==> src/rtl/ram_arb.sv <==
// Two-requester block-transfer arbiter for the shared SDRAM port: picks an owner,
// issues the block command, routes the data stream and counts words to block end.
module ram_arb #(
  parameter int unsigned BlockIdxW    = 13,
  parameter int unsigned BlockWords   = 256,
  parameter int unsigned MaxImgStreak = 4
) (
  input  logic                 clk,
  input  logic                 rst,
  input  logic                 img_req,
  input  logic [BlockIdxW-1:0] img_block,
  output logic                 img_gnt,
  input  logic                 img_wvalid,
  input  logic [15:0]          img_wdata,
  output logic                 img_wready,
  output logic                 img_done,
  input  logic                 rd_req,
  input  logic [BlockIdxW-1:0] rd_block,
  output logic                 rd_gnt,
  output logic                 rd_rvalid,
  output logic [15:0]          rd_rdata,
  input  logic                 rd_rready,
  output logic                 rd_done,
  output logic                 ctl_cmd_valid,
  input  logic                 ctl_cmd_ready,
  output logic                 ctl_cmd_write,
  output logic [BlockIdxW-1:0] ctl_cmd_block,
  output logic                 ctl_wvalid,
  input  logic                 ctl_wready,
  output logic [15:0]          ctl_wdata,
  input  logic                 ctl_rvalid,
  output logic                 ctl_rready,
  input  logic [15:0]          ctl_rdata
);

  localparam int unsigned CntW    = $clog2(BlockWords);
  localparam int unsigned StreakW = $clog2(MaxImgStreak + 1);

  localparam logic [1:0] IDLE = 2'd0;
  localparam logic [1:0] CMD  = 2'd1;
  localparam logic [1:0] XFER = 2'd2;
  localparam logic [1:0] DONE = 2'd3;

  logic [1:0]           state, state_nxt;
  logic [CntW-1:0]      count, count_nxt;
  logic [StreakW-1:0]   streak, streak_nxt;
  logic                 cmd_write_nxt;
  logic [BlockIdxW-1:0] cmd_block_nxt;
  logic                 img_gnt_nxt, rd_gnt_nxt;
  logic                 img_done_nxt, rd_done_nxt;
  logic                 cmd_valid_nxt;
  logic                 xfer_img_c, xfer_rd_c, hs_c, rd_wins_c;

  // Data passthrough, gated so the non-owner and the idle controller side see zeros
  assign xfer_img_c = (state == XFER) && ctl_cmd_write;
  assign xfer_rd_c  = (state == XFER) && !ctl_cmd_write;

  assign ctl_wvalid = xfer_img_c && img_wvalid;
  assign ctl_wdata  = xfer_img_c ? img_wdata : 16'd0;
  assign img_wready = xfer_img_c && ctl_wready;
  assign rd_rvalid  = xfer_rd_c && ctl_rvalid;
  assign rd_rdata   = xfer_rd_c ? ctl_rdata : 16'd0;
  assign ctl_rready = xfer_rd_c && rd_rready;

  assign hs_c      = xfer_img_c ? (img_wvalid && ctl_wready) : (xfer_rd_c && ctl_rvalid && rd_rready);
  assign rd_wins_c = rd_req && (!img_req || (streak == StreakW'(MaxImgStreak)));

  always_ff @(posedge clk) begin
    if (rst) begin
      state         <= IDLE;
      count         <= '0;
      streak        <= '0;
      ctl_cmd_write <= 1'b0;
      ctl_cmd_block <= '0;
      ctl_cmd_valid <= 1'b0;
      img_gnt       <= 1'b0;
      rd_gnt        <= 1'b0;
      img_done      <= 1'b0;
      rd_done       <= 1'b0;
    end else begin
      state         <= state_nxt;
      count         <= count_nxt;
      streak        <= streak_nxt;
      ctl_cmd_write <= cmd_write_nxt;
      ctl_cmd_block <= cmd_block_nxt;
      ctl_cmd_valid <= cmd_valid_nxt;
      img_gnt       <= img_gnt_nxt;
      rd_gnt        <= rd_gnt_nxt;
      img_done      <= img_done_nxt;
      rd_done       <= rd_done_nxt;
    end
  end

  always_comb begin
    state_nxt     = state;
    count_nxt     = count;
    streak_nxt    = streak;
    cmd_write_nxt = ctl_cmd_write;
    cmd_block_nxt = ctl_cmd_block;
    cmd_valid_nxt = ctl_cmd_valid;
    img_gnt_nxt   = img_gnt;
    rd_gnt_nxt    = rd_gnt;
    img_done_nxt  = 1'b0;
    rd_done_nxt   = 1'b0;
    case (state)
      IDLE: begin
        if (img_req || rd_req) begin
          state_nxt     = CMD;
          cmd_valid_nxt = 1'b1;
          if (rd_wins_c) begin
            cmd_write_nxt = 1'b0;
            cmd_block_nxt = rd_block;
            rd_gnt_nxt    = 1'b1;
            streak_nxt    = '0;
          end else begin
            cmd_write_nxt = 1'b1;
            cmd_block_nxt = img_block;
            img_gnt_nxt   = 1'b1;
            if (streak != StreakW'(MaxImgStreak)) streak_nxt = streak + StreakW'(1);
          end
        end
      end
      CMD: begin
        if (ctl_cmd_ready) begin
          state_nxt     = XFER;
          cmd_valid_nxt = 1'b0;
          count_nxt     = '0;
        end
      end
      XFER: begin
        if (hs_c) begin
          count_nxt = count + CntW'(1);
          if (count == CntW'(BlockWords - 1)) begin
            state_nxt    = DONE;
            img_done_nxt = ctl_cmd_write;
            rd_done_nxt  = !ctl_cmd_write;
          end
        end
      end
      DONE: begin
        state_nxt   = IDLE;
        img_gnt_nxt = 1'b0;
        rd_gnt_nxt  = 1'b0;
      end
      default: state_nxt = IDLE;
    endcase
  end

endmodule

==> config.mk <==
export PLATFORM = sky130hd
export DESIGN_NAME = ram_arb
export DESIGN_NICKNAME = d
export VERILOG_FILES = /design/src/rtl/ram_arb.sv
export SDC_FILE = /design/constraint.sdc
export NUM_CORES = 1
export LEC_CHECK = 0
export ABC_AREA = 1
export CORE_AREA = 2 2 82 53
export CTS_CLUSTER_SIZE = 14
export DETAILED_ROUTE_END_ITERATION = 8
export DIE_AREA = 0 0 84 55
export DONT_BUFFER_PORTS = 1
export PLACE_DENSITY = 0.65
export SLEW_MARGIN = 20
export SYNTH_ARGS = -nofsm -noshare
export SYNTH_HDL_FRONTEND = slang
export SYNTH_SLANG_ARGS = --single-unit
==> constraint.sdc <==
create_clock -name clk -period 1.9 [get_ports clk]
set_input_delay 0.19 -clock clk [delete_from_list [all_inputs] [get_ports clk]]
set_output_delay 0.19 -clock clk [all_outputs]
set_load 0.02 [all_outputs]
==> results of run 1 <==
[registers in the layout (all words and copies together), names as in the netlist]
signal and cells:
count 8, ctl_cmd_block 13, ctl_cmd_valid 1, ctl_cmd_write 1, img_done 1, img_gnt 1, rd_done 1, rd_gnt 1
state 2, streak 3
[timing repair]
| action | 4_1_cts | 5_1_grt |
|---|---|---|
| resized for setup | 1 | 1 |
| pin swaps | 0 | 0 |
| hold endpoints to repair | 18 | 0 |
| hold buffers | 1 | 0 |
| setup endpoints to repair | 16 | 20 |
[cell usage after synthesis (all sizes together)]
| cell type | instances | area share (%) |
|---|---|---|
| nand2 | 87 | 18 |
| inv | 62 | 12 |
| nor2 | 54 | 11 |
| dfxtp | 32 | 33 |
| nand3 | 15 | 4.8 |
| a31oi | 13 | 4.2 |
| a21oi | 11 | 3.4 |
| buf | 8 | 2.7 |
| ha | 8 | 5.2 |
| nand4 | 5 | 2.3 |
| o21ai | 4 | 1.0 |
| clkinv | 1 | 0.19 |
| nand3b | 1 | 0.39 |
| nor3 | 1 | 0.26 |
| o211ai | 1 | 0.39 |
| or2 | 1 | 0.33 |
| xor2 | 1 | 0.45 |
[stage by stage]
stage,worst slack [ns],hold WS (ns),utilization (%),std cells
floorplan,0.3409,0.3456,-,305
global placement,0.3012,0.2620,57.39,387
detailed placement,0.2212,0.2650,57.39,387
CTS,0.08267,0.05978,60.57,396
global route,0.005431,0.05666,60.82,396
finish,0.1534,0.06183,60.82,396
[worst register-to-register path: cells and delay by family (launching register included)]
kind	cells	cell delay [ns]
compound gates	2	0.52
flops	1	0.40
buf+inv	2	0.21
fa+ha+maj	1	0.22
simple gates	2	0.23
[power breakdown]
group	switching, mW	internal (mW)
clock	0.246	0.387
combinational	0.924	0.527
sequential	0.213	0.798
[layout make-up]
cell class / count / area share [%]
Clock inverter: 3 / 1.795
Tap cell: 50 / 2.640
Timing Repair Buffer: 41 / 13.09
Multi-Input combinational cell: 202 / 42.56
Clock buffer: 5 / 2.904
Inverter: 63 / 9.979
Sequential cell: 32 / 27.03
[cells by family after synthesis]
| family | count (synthesis) |
|---|---|
| xor+xnor | 1 |
| flops | 32 |
| fa+ha+maj | 8 |
| buf+inv | 71 |
| simple gates | 164 |
| compound gates | 29 |
[per-layer routing]
| layer | share of wire (%) | track usage [%] | up-vias |
|---|---|---|---|
| met5 | 0 | 0 | - |
| met4 | 0.62 | 4.570 | 0 |
| met3 | 6.4 | 5.935 | 4 |
| met2 | 46 | 32.40 | 78 |
| met1 | 47 | 26.15 | 832 |
| li1 | - | - | 1003 |
[cell usage in the layout (no fill, tap or decap), types with 2 or more instances in the layout]
cell type  synthesis  layout
a21oi_1           10      10
a31oi_1           13      13
buf_4              3      40
clkbuf_8           0       5
dfxtp_1           32      32
ha_1               8       7
inv_1             57      57
inv_2              5       5
nand2_1           84      84
nand2_4            2       2
nand3_1           13      13
nand4_1            3       3
nand4_2            2       2
nor2_1            50      50
nor2_2             4       4
o21ai_0            3       3
[worst max-delay path by stage]
stage                                from                    end  slack, ns
detailed placement  state[0]$_SDFFE_PP0P_  count[4]$_SDFFE_PP0P_       0.22
global placement    state[0]$_SDFFE_PP0P_  count[4]$_SDFFE_PP0P_       0.30
CTS                 state[0]$_SDFFE_PP0P_            rd_rdata[5]       0.08
floorplan           state[0]$_SDFFE_PP0P_          ctl_wdata[10]       0.34
global route        state[0]$_SDFFE_PP0P_           ctl_wdata[9]      0.005
finish              state[0]$_SDFFE_PP0P_           ctl_wdata[5]       0.15
==> impl_metrics.ini, run 1 <==
[global_route]
grt-ovfl-total = 0
grt_pass1_wl_mm = 7.148
grt_antenna_before_repair = 0
grt_max_degree = 19
track_usage_pct = 19.71
grt_pass1_vias = 1530

[cts]
root_buffer = clkbuf_8
cts_tree = yes
cts_buffer_depth = 2
cts_setup_buffers = 0
worstSkewPairLatency_ns = 0.28
cts_sinks = 32
cts.clk_slew.worst_paths_ns = 0.07
htree_levels = 2
cts-buffers-inserted = 5

[setup_path]
slowest_stage = dfxtp_1
worstSetupEndpointType = output pin
critical_path_class = reg -> out
required_ns = 1.71
r2r-end = state[0]$_SDFFE_PP0P_
crit_family = buffers and inverters
arrival_ns = 1.56
crit_top_cell = buf_4
startpoint_type = flop
max_stage_delay_ns = 0.33
cp_cell_sequence = inv_1 -> ha_4 -> nand2_1 -> buf_4 -> nor2_1 -> buf_4
r2r_cells = 7
cp.depth = 6
crit_buf_inv = 3
rrSetupSlack_ns = 0.25
r2r-start = state[1]$_SDFFE_PP0P_
cp_max_fo = 18

[place]
port_buffers = 0
dp_hpwl_mm = 3.620
dpl_cell_area_um2 = 2236
place.gp.congestion = 0.8120

[sta]
final-hold-violation-count = 0
fmax_mhz = 572.5
worst_slew_pin_slew_ns = 0.6773
fin_worst_skew_ns = 0.004742
fin_crit_ns = 1.747
final_max_slew_viol_count = 0
rsz0062_at_grt = false
tns_ns = 0
finalCritPeriodShare_pct = 91.93
setup_violations = 0
maxSlewHeadroom_pct = 54.70

[drt]
drt.antenna.violating_nets = 0
dr.pass1.iters = 4
via_per_inst = 4.841
wl_per_cell_um = 11.73
num_vias = 1917
wl_mm = 4.644
drc = 0
first_iter_violations = 111

[synthesis]
ys_seq_area_share_pct = 33.27
ys_ff_latch = 32
synth-compound-area-share_pct = 9.097
yosys_warnings = 0
synth_area_per_cell_um2 = 6.313
synth_xor_area_share_pct = 0.4548
synth_top_family_by_area = simple AND/OR/NAND/NOR gates
synth_nets = 380
ys_types = 29
synthSimpleGateAreaFrac_pct = 36.97
syn_inst = 305
synthMuxAreaShare_pct = 0
netlist_area_um2 = 1926
synthAdderAreaFrac_pct = 5.198

[floorplan]
io_pins = 122
num_rows = 18
fp.dieH_um = 55
coreArea_um2 = 3896
start_util_pct = 49.42
die_width_um = 84
dieArea_um2 = 4620

[power_and_ir_drop]
vdd_drop_max_mv = 0.6840
power_mw = 3.095
power_density_nw_per_um2 = 1306
p_leak_nw = 1.265

[final_layout]
area_delta_synth_final_pct = 23.07
diodes = 0
final_area_um2 = 2370
drive_above_1_share_pct = 19.36
seq_area_um2 = 640.6
nFillCells = 373
nets = 420
multi_input_area_um2 = 1008

[outcome]
outcome = complete, no violations

[worst_hold_path]
hold_path_depth = 2
hold_path_end = ctl_cmd_block[9]$_SDFFE_PP0P_
hp-start = img_block[9]
holdCritPathClass = in -> reg

[job]
drv_cap = 0
Power figures use the tool's default switching activity.
==> inputs of run 2 (changes only) <==
==> config.mk (replaced) <==
export PLATFORM = sky130hd
export DESIGN_NAME = ram_arb
export DESIGN_NICKNAME = d
export VERILOG_FILES = /design/src/rtl/ram_arb.sv
export SDC_FILE = /design/constraint.sdc
export NUM_CORES = 1
export LEC_CHECK = 0
export CORE_AREA = 2 2 76 49
export CTS_CLUSTER_SIZE = 14
export DETAILED_ROUTE_END_ITERATION = 8
export DIE_AREA = 0 0 78 51
export DONT_BUFFER_PORTS = 1
export PLACE_DENSITY = 0.69
export SLEW_MARGIN = 5
export SYNTH_ARGS = -nofsm -noshare
export SYNTH_HDL_FRONTEND = slang
export SYNTH_SLANG_ARGS = --single-unit
==> run 2 against run 1 <==
Effect of this change:
- sequential power down 4%
- flip-flop and latch count did not move
- clock-buffer cell count rose by 1
- clock skew is 0.0038 ns lower
- design area down 14%
- maximum frequency decreased by 5.6%
- wire length increased by 8.6%
- largest cell class unchanged
- largest power group unchanged
==> impl_metrics.ini, run 2 <==
[outcome]
outcome = complete, no violations

[final_layout]
final_common_cell = dfxtp_1
drive_above_1_share_pct = 23.98
nFillCells = 300
diodes = 0
largest_reg_flops = 13
top_regs = ctl_cmd_block x13, count x8, streak x3
area_delta_synth_final_pct = 16.69
layout_common_cells = dfxtp_1 (30), nor2_1 (26), and3_1 (20), and2_2 (18), buf_4 (14)
regMostFlops = ctl_cmd_block
nets = 295

[drt]
drt.antenna.violating_nets = 0
wl_per_cell_um = 18.81
num_vias = 1722
dr.pass1.iters = 7
first_iter_violations = 296
wl_mm = 5.042
drc = 0
via_per_inst = 6.425

[setup_path]
critical_path_class = reg -> reg
cp_cell_sequence = inv_2 -> ha_4 -> nand4_1 -> a211o_1 -> and4_1 -> or4_1
startpoint_type = flop
crit_buf_inv = 1
r2r_cells = 6
cp_max_fo = 4
crit_family = simple AND/OR/NAND/NOR gates
r2r-end = state[1]$_SDFFE_PP0P_
arrival_ns = 2.00
worstSetupStartpoint = state[0]$_SDFFE_PP0P_
critPathCapture = state[1]$_SDFFE_PP0P_
worstSetupEndpointType = flop
slowest_stage = or4_1
max_stage_delay_ns = 0.52
required_ns = 2.05
cp.depth = 6
r2r-start = state[0]$_SDFFE_PP0P_
rrSetupSlack_ns = 0.05

[floorplan]
dieArea_um2 = 3978
coreArea_um2 = 3403
start_util_pct = 51.32
num_rows = 17
die_width_um = 78
fp.dieH_um = 51
io_pins = 122

[sta]
final-hold-violation-count = 0
maxSlewHeadroom_pct = 42.80
fin_worst_skew_ns = 0.0009857
finalCritPeriodShare_pct = 97.43
whs_ns = 0.05577
worst_slew_pin_slew_ns = 0.8552
fin_crit_ns = 1.851
tns_ns = 0
rsz0062_at_grt = true
fmax_mhz = 540.2
final_max_slew_viol_count = 0
setup_violations = 0

[worst_hold_path]
hold_path_depth = 2
hp-start = rd_block[3]
holdCritPathClass = in -> reg

[power_and_ir_drop]
p_leak_nw = 0.8774
vdd_drop_max_mv = 0.6698
power_density_nw_per_um2 = 1312

[global_route]
grt_pass1_vias = 1510
grt_antenna_before_repair = 0
grt_pass1_wl_mm = 7.548
grt_max_degree = 26
grt-ovfl-total = 0
track_usage_pct = 24.70

[job]
drv_cap = 0

[synthesis]
ys_types = 39
netlist_area_um2 = 1747
synth-edff-count = 0
synth_area_leaders = dfxtp_1 (37%), a222oi_1 (7.4%), and3_1 (7.2%), and2_1 (6.4%), ha_1 (5.7%)
ys_seq_area_share_pct = 36.68
synth.top_cell.area_share_pct = 36.68
syn_inst = 210
yosys_warnings = 0
synthTopCellsByCount = dfxtp_1 (32), nor2_1 (26), and3_1 (20), and2_1 (18), a222oi_1 (13)
ys_ff_latch = 32
ys_async_sr_fraction_pct = 0
yosysMostFrequentCell = dfxtp_1
synth_area_per_cell_um2 = 8.317
ys.flop_type = dfxtp_1
synth_largest_area_cell = dfxtp_1
synth_nets = 285

[cts]
cts.clk_slew.worst_paths_ns = 0.07
worstSkewPairLatency_ns = 0.28
root_buffer = clkbuf_8
cts_buffer_depth = 2
cts_sinks = 32
cts-buffers-inserted = 5
htree_levels = 2
cts_tree = yes

[place]
place.gp.congestion = 0.8246
port_buffers = 0
dp_hpwl_mm = 3.637
## run 2: cell types whose count changed after synthesis, sizes merged, moves of 6 or more
cell / previous run / this run
nand2: 87 / 12
buf: 8 / 2
and2: 0 / 18
a31oi: 13 / 2
nand3: 15 / 9
clkbuf: 0 / 12
inv: 62 / 5
a222oi: 0 / 13
nor2: 54 / 26
and3: 0 / 20
## run 2: final cells by class
cell class              instances  area, µm²  area share [%]
clock inverters                 2      10.01          0.4911
flip-flops and latches         32      643.1           31.55
multi-input cells             159       1087           53.35
clock buffers                   6      82.58           4.052
well taps                      47      58.81           2.885
inverters                       5      18.77          0.9208
repair buffers                 17      137.6           6.753
## run 2: through the flow
| stage | setup WS (ns) | power (mW) | std cells | util [%] | cell area [µm²] |
|---|---|---|---|---|---|
| floorplan | 0.004545 | 1.727 | 210 | - | 1749 |
| detailed placement | -0.06737 | 2.041 | 259 | 55.04 | 1873 |
| global route | -0.04142 | 2.863 | 268 | 59.89 | 2038 |
| global placement | 0.08037 | 1.973 | 259 | 55.04 | 1873 |
| finish | 0.04892 | 2.675 | 268 | 59.89 | 2038 |
| CTS | 0.002605 | 2.625 | 269 | 58.57 | 1993 |
## run 2: logic make-up after synthesis
family	synth area share [%]
compound gates	20.42
fa+ha+maj	5.731
buf+inv	4.226
flops	36.68
mux	0.5731
simple gates	32.38
## run 2: worst min path at each step
| stage | endpoint | slack, ns |
|---|---|---|
| 2_1_floorplan | ctl_cmd_block[0]$_SDFFE_PP0P_ | 0.34 |
| 3_3_place_gp | streak[0]$_SDFFE_PP0P_ | 0.26 |
| 3_5_place_dp | streak[0]$_SDFFE_PP0P_ | 0.26 |
| 4_1_cts | state[0]$_SDFFE_PP0P_ | 0.05 |
| 5_1_grt | ctl_cmd_block[11]$_SDFFE_PP0P_ | 0.05 |
| 6_report | ctl_cmd_block[3]$_SDFFE_PP0P_ | 0.06 |
## run 2: what timing repair did
action / CTS / global route
hold endpoints to repair: 22 / 0
setup endpoints to repair: 8 / 27
resized for setup: 5 / 25
hold buffers: 1 / 0
pin swaps: 4 / 5
setup buffers: 1 / 0
## run 2: per-layer routing
metal  up-vias  part of all wire (%)  global-route usage (%)
met5         -                     0                       0
met1       824                    40                   32.67
met4         0                   1.1                   7.895
li1        800                     -                       -
met2        93                    52                   40.66
met3         5                   6.9                   5.477
## run 2: worst reg2reg max path: cells and delay by family (launching register included)
family / cells / cell delay (ns)
buffers and inverters: 1 / 0.07
AOI/OAI and AO/OA: 1 / 0.35
adders and majority gates: 1 / 0.15
DFF: 1 / 0.33
and+or+nand+nor: 3 / 0.81
## run 2: power by group
part / leakage (nW) / switching, mW / internal, mW
Combinational: 0.564 / 0.692 / 0.468
Clock: 0.0510 / 0.261 / 0.289
Sequential: 0.262 / 0.179 / 0.787
==> edit 1 (config.mk and constraints of run 2) <==
Reset style: asynchronous (`rst`), changed in one clocked block.
--- a/src/rtl/ram_arb.sv
+++ b/src/rtl/ram_arb.sv
@@ -65,7 +65,7 @@
   assign hs_c      = xfer_img_c ? (img_wvalid && ctl_wready) : (xfer_rd_c && ctl_rvalid && rd_rready);
   assign rd_wins_c = rd_req && (!img_req || (streak == StreakW'(MaxImgStreak)));
 
-  always_ff @(posedge clk) begin
+  always_ff @(posedge clk or posedge rst) begin
     if (rst) begin
       state         <= IDLE;
       count         <= '0;
Function: differs if rst is asserted again (counterexample within 4 cycles, from zero or initial values and one cycle with rst high); with rst held inactive, the same outputs for 10 cycles.
==> edit 1 against run 2 <==
- power is 38% higher
- global-route usage is 1.8 points lower
- clock skew up 0.0050 ns
- sequential cell count is the same
- highest routed layer unchanged
- routed wire length decreased by 8.3%
- worst hold slack worse by 0.0022 ns
- sequential share of layout area rose by 5.0 points
- area after synthesis increased by 12%
- worst setup slack better by 0.0082 ns
- critical path depth up 2
- critical path type is now reg2out
- cell area is 7.4% higher
==> edit 1: results (changes against run 2) <==
** Cells and area
- The fraction of area in multi-input gates came to 50.34% (-3.0 points).
- The area taken by flip-flops and latches is 800.8 um^2 (+25%).
- Layout buffer count excluding clock buffers :: 13 (-4)
- The buffer share of cell area came to 4.800% (-2.0 points).
- The fraction of layout instances using a drive strength above 1 came to 18.64% (-5.3 points).
- Relative area of clock buffers and inverters in the final design :: 4.400% (-0.14 points)
- Layout clock buffers :: 7 (+1)
- Area occupied by multi-input gates :: 1102 um^2 (+1.4%)
- Multi-input logic cell count :: 161 (+1.3%)
- From synthesis to final layout, the design area changed by 11.82%.
- Post-Layout Cell Count :: 267 (-0.37%)

** Route
- The detail-routed net length per standard cell was 17.32 um (-7.9%).
- Detailed router's first-iteration violation count :: 99 (-67%)
- The detailed-route vias per instance is 5.768 (-10%).
- The count of TritonRoute iterations in the first routing pass was 4 (-3).

** Global route
- The first-pass GRT wire length came to 6941 um (-8.0%).
- Met1 routing resource usage after global routing :: 28.47% (-4.2 points)
- Number of global-route vias before repair :: 1,471 (-2.6%)
- Global routing met2 resource utilization :: 37.93% (-2.7 points)
- The met3 usage was 7.774% (+2.3 points).
- The maximum number of pins on one net before global-route repair was 33 (+27%).
- Global-route usage over all layers :: 22.88% (-1.8 points)

** Pwr
- Combinational gate power :: 0.00176 W (+52%)
- The leakage power summed over all cells is 1.095 nW (+25%).
- The power in sequential cells came to 0.00136 W (+41%).
- VDD IR-drop max :: 0.9288 mV (+39%)
- Clk power :: 0.000569 W (+3%)

** STA
- The worst clock skew was 0.005962 ns (+0.004976 ns).
- Actual transition at the worst max-transition pin :: 0.6297 ns (-0.2255 ns)

** Place
- Placed cell area :: 2001 um^2 (+6.8%)
- Pre-CTS setup slack :: 0.06893 ns (+0.1363 ns)
- The post-placement cell count is 255 (-1.5%).
- The detailed placer's ending HPWL was 3488 um (-4.1%).
- Final Wtd Congestion :: 0.8739 (+6.0%)

** Critical path
- The data arrival time of the worst path is 1.65 ns (-0.35 ns).
- CP max stage cell :: sky130_fd_sc_hd__dfrtp_1
- Delay of the slowest cell on the worst path :: 0.40 ns (-0.12 ns)

** Outcome
- Result of the run :: completed

** Synth
- Top flip-flop cell by instance count after synthesis :: sky130_fd_sc_hd__dfrtp_1
- Most common library cells after synthesis :: 32 x sky130_fd_sc_hd__dfrtp_1, 23 x sky130_fd_sc_hd__nand2_1, 22 x sky130_fd_sc_hd__and2_1, 21 x sky130_fd_sc_hd__and3_1, 18 x sky130_fd_sc_hd__o21ai_0
- Syn Area/Cell :: 9.193 um^2 (+11%)
- Ranked by total cell area, the synthesized netlist is headed by sky130_fd_sc_hd__dfrtp_1 41%, sky130_fd_sc_hd__and2_1 7.0%, sky130_fd_sc_hd__and3_1 6.7%.
- Post-synth ARST share :: 100.0% (+100 points)

** Clocking
- Post-CTS Setup Inserts :: 2 (+1)
- Post-cts resize count :: 16 (+11)
## edit 1: final timing paths
path	endpoint	depth (start not counted)	from	slack (ns)
max	rd_rvalid	8	state[0]$_DFFE_PP0P_	0.06
min	img_done$_DFF_PP0_	1	img_wvalid	0.05
max reg2reg	count[6]$_DFFE_PP0P_	6	state[0]$_DFFE_PP0P_	0.12
min reg2reg	count[7]$_DFFE_PP0P_	1	count[7]$_DFFE_PP0P_	0.51
max in group asynchronous	ctl_cmd_block[9]$_DFFE_PP0P_	3	rst	1.18
min in group asynchronous	ctl_cmd_block[3]$_DFFE_PP0P_	3	rst	0.42
## edit 1: cell families (layout without fill, tap and decap cells)
| logic type | Yosys count | count (layout) | synth area share (%) |
|---|---|---|---|
| flops | 32 | 32 | 40.89 |
| fa+ha+maj | 8 | 8 | 5.112 |
| simple gates | 96 | 96 | 26.90 |
| mux | 15 | 15 | 7.795 |
| compound gates | 42 | 42 | 13.87 |
| buf+inv | 20 | 27 | 5.431 |
==> edit 2 (config.mk and constraints of run 2) <==
Without the edit above. Change the parameter `BlockIdxW` from 13 to 12.
--- a/src/rtl/ram_arb.sv
+++ b/src/rtl/ram_arb.sv
@@ -1,7 +1,7 @@
 // Two-requester block-transfer arbiter for the shared SDRAM port: picks an owner,
 // issues the block command, routes the data stream and counts words to block end.
 module ram_arb #(
-  parameter int unsigned BlockIdxW    = 13,
+  parameter int unsigned BlockIdxW    = 12,
   parameter int unsigned BlockWords   = 256,
   parameter int unsigned MaxImgStreak = 4
 ) (
Ports: changed (resized ctl_cmd_block, img_block and rd_block); port bits go from 122 to 119. No check against the original RTL was run, so the function may have changed too.
==> edit 2 against run 2 <==
- core utilization rose by 0.37 points
- fmax rose by 4.5%
- area after synthesis rose by 3.2%
- global-route usage fell by 3.1 points
- cell area rose by 0.61%
- sequential cell count fell by 1
- worst setup slack improved by 0.079 ns
- routed wire length fell by 5.8%
- largest cell class unchanged
- power rose by 4.9%
- via count fell by 1.9%
==> edit 2: results (changes against run 2) <==
** Outcome
- The run finished with clean final reports.

** Critical path
- The biggest fanout along the worst timing path was 5 (+1).
- Delay of the slowest cell on the worst path :: 0.35 ns (-0.17 ns)
- The data arrival time of the worst path is 1.93 ns (-0.07 ns).
- For this design, the slowest cell found on the critical path is sky130_fd_sc_hd__dfxtp_1.
- Kind of cell adding the most delay to the critical path :: simple AND/OR/NAND/NOR gates
- R2R cell count :: 6 (unchanged)

** STA
- Final setup skew :: 0.007682 ns (+0.006696 ns)
- Worst slew slack as a fraction of its limit :: 37.95% (-4.8 points)

** Route
- The total length of routed met3 wires is 390 um (+13%).
- The initial detailed-routing violation count is 125 (-58%).
- Met2 Routed Length :: 2341 um (-10%)
- Post-route met1 wirelength :: 2004 um (-1.1%)
- Top routing layer in use :: met4
- Detailed Routing Iterations Pass 1 :: 6 (-1)
- Wire length per cell after detailed routing :: 17.93 um (-4.7%)
- The via count is 1,690 (-1.9%).

** Pwr
- Static Leak :: 0.8541 nW (-2.7%)
- VDD IR-drop max :: 0.6895 mV (+2.9%)
- Net Sw Power :: 0.001215 W (+7.4%)

** Global route
- The number of global-route vias before repair was 1,445 (-4.3%).
- The first-pass GRT wire length came to 6755 um (-11%).
- The initial antenna violation count is 0 (unchanged).
- Largest net degree at the start of global routing :: 24 (-7.7%)
- The total routing resource utilization after global routing came to 21.58% (-3.1 points).

** Worst hold path
- Hold depth :: 1 (-1)
- The worst hold path belongs to the class in2reg.

** Synth
- In the post-synthesis netlist, the biggest area contributors are sky130_fd_sc_hd__dfxtp_1 34%, sky130_fd_sc_hd__a222oi_1 6.7%, sky130_fd_sc_hd__and2_1 6.6%.
- Yosys warnings :: 0 (unchanged)
- Post-synth ARST share :: 0% (unchanged)
- Counting instances in the post-synthesis netlist gives the leading cell types as 31 x sky130_fd_sc_hd__dfxtp_1, 23 x sky130_fd_sc_hd__nor2_1, 19 x sky130_fd_sc_hd__and2_1, 18 x sky130_fd_sc_hd__and3_1, 12 x sky130_fd_sc_hd__a222oi_1.
- The distinct cell type count after synthesis was 47 (+21%).
- The sequential-to-total area share from yosys stat was 34.44% (-2.2 points).
- The net count of the mapped netlist came to 283 (-0.70%).

** Clocking
- The maximum level of the CTS H-tree came to 2 (unchanged).
- Clock Pin Slew Worst Setup and Hold Paths :: 0.06 ns
- Number of clock buffers inserted by TritonCTS :: 5 (unchanged)
- Clock latency on the worst-skew pair, taken at its later pin, is 0.27 ns.
- The maximum number of buffers from clock root to sink came to 2 (unchanged).
- The tree is rooted in a sky130_fd_sc_hd__clkbuf_8.
- Post-CTS Setup Inserts :: 0 (-1)

** Cells and area
- Number of inserted diodes :: 0 (unchanged)
- The number of nets in the final layout is 291 (-1.4%).
- Share of layout cells above drive strength 1 :: 23.85% (-0.13 points)
- Largest registers :: ctl_cmd_block (12), count (8), streak (3)

** Place
- IO buf count :: 0 (unchanged)
- The setup slack after placement came to 0.003764 ns (+0.07114 ns).
- Placed cell area :: 1901 um^2 (+1.5%)
- The final estimated routing congestion in global placement is 0.8209 (-0.45%).
- The detailed placer's ending HPWL came to 3642 um (+0.12%).
## edit 2: cell types whose count changed in the layout (fill, tap and decap cells not counted), sizes merged, moves of 3 or more
| cell | run 2 | this run |
|---|---|---|
| nor2 | 26 | 23 |
| or3 | 0 | 3 |
| a32o | 4 | 0 |
| buf | 16 | 13 |
| a31oi | 2 | 6 |
| a22o | 1 | 4 |
| inv | 5 | 8 |
## edit 2: layer usage
layer  up-vias  global-route usage [%]
li1        795                       -
met1       833                   26.13
met2        60                   37.21
met3         2                   8.481
met4         0                   3.801
met5         -                       0
## edit 2: repair_timing
item,in CTS,in global routing
hold buffers,1,0
pin swaps,0,0
hold endpoints to repair,23,0
endpoints found under the setup margin,19,22
gates resized for setup,1,23
## edit 2: cells by family (layout without fill, tap and decap cells)
family	after synthesis	after routing	share of synthesized area (%)
mux	1	1	0.5556
buf+inv	21	29	4.861
flops	31	31	34.44
fa+ha+maj	8	8	5.556
compound gates	49	49	22.71
simple gates	100	100	31.87
## edit 2: stage by stage
stage | util [%] | std cells | TNS [ns]
after floorplan | - | 210 | 0
after global placement | 55.85 | 257 | 0
after detailed placement | 55.85 | 257 | 0
after CTS | 58.79 | 265 | -0.3704
after global routing | 60.26 | 265 | 0
final | 60.26 | 265 | 0
## edit 2: final timing paths
path / start / to / slack [ns]
setup / recovery: state[1]$_SDFFE_PP0P_ / count[2]$_SDFFE_PP0P_ / 0.13
hold / removal: ctl_cmd_ready / ctl_cmd_valid$_SDFFE_PP0P_ / 0.04
setup reg to reg: state[1]$_SDFFE_PP0P_ / count[2]$_SDFFE_PP0P_ / 0.13
hold reg to reg: streak[0]$_SDFFE_PP0P_ / streak[0]$_SDFFE_PP0P_ / 0.48
## edit 2: power by group through the flow
| stage | clock network, W | logic, W | registers (W) |
|---|---|---|---|
| 2_1_floorplan | 0 | 0.000957 | 0.000940 |
| 3_3_place_gp | 0 | 0.00118 | 0.000950 |
| 3_5_place_dp | 0 | 0.00124 | 0.000957 |
| 4_1_cts | 0.000522 | 0.00126 | 0.000943 |
| 5_1_grt | 0.000552 | 0.00146 | 0.000964 |
| 6_report | 0.000516 | 0.00134 | 0.000949 |
## edit 2: layout make-up
cell class                 instances  area, um^2
clock inverter                     1       5.005
sequential                        31       620.6
inverter                           8       30.03
tap                               47       58.81
multi-input combinational        158        1146
fill                             303        1353
clock buffer                       6       82.58
timing repair buffer              14       107.6
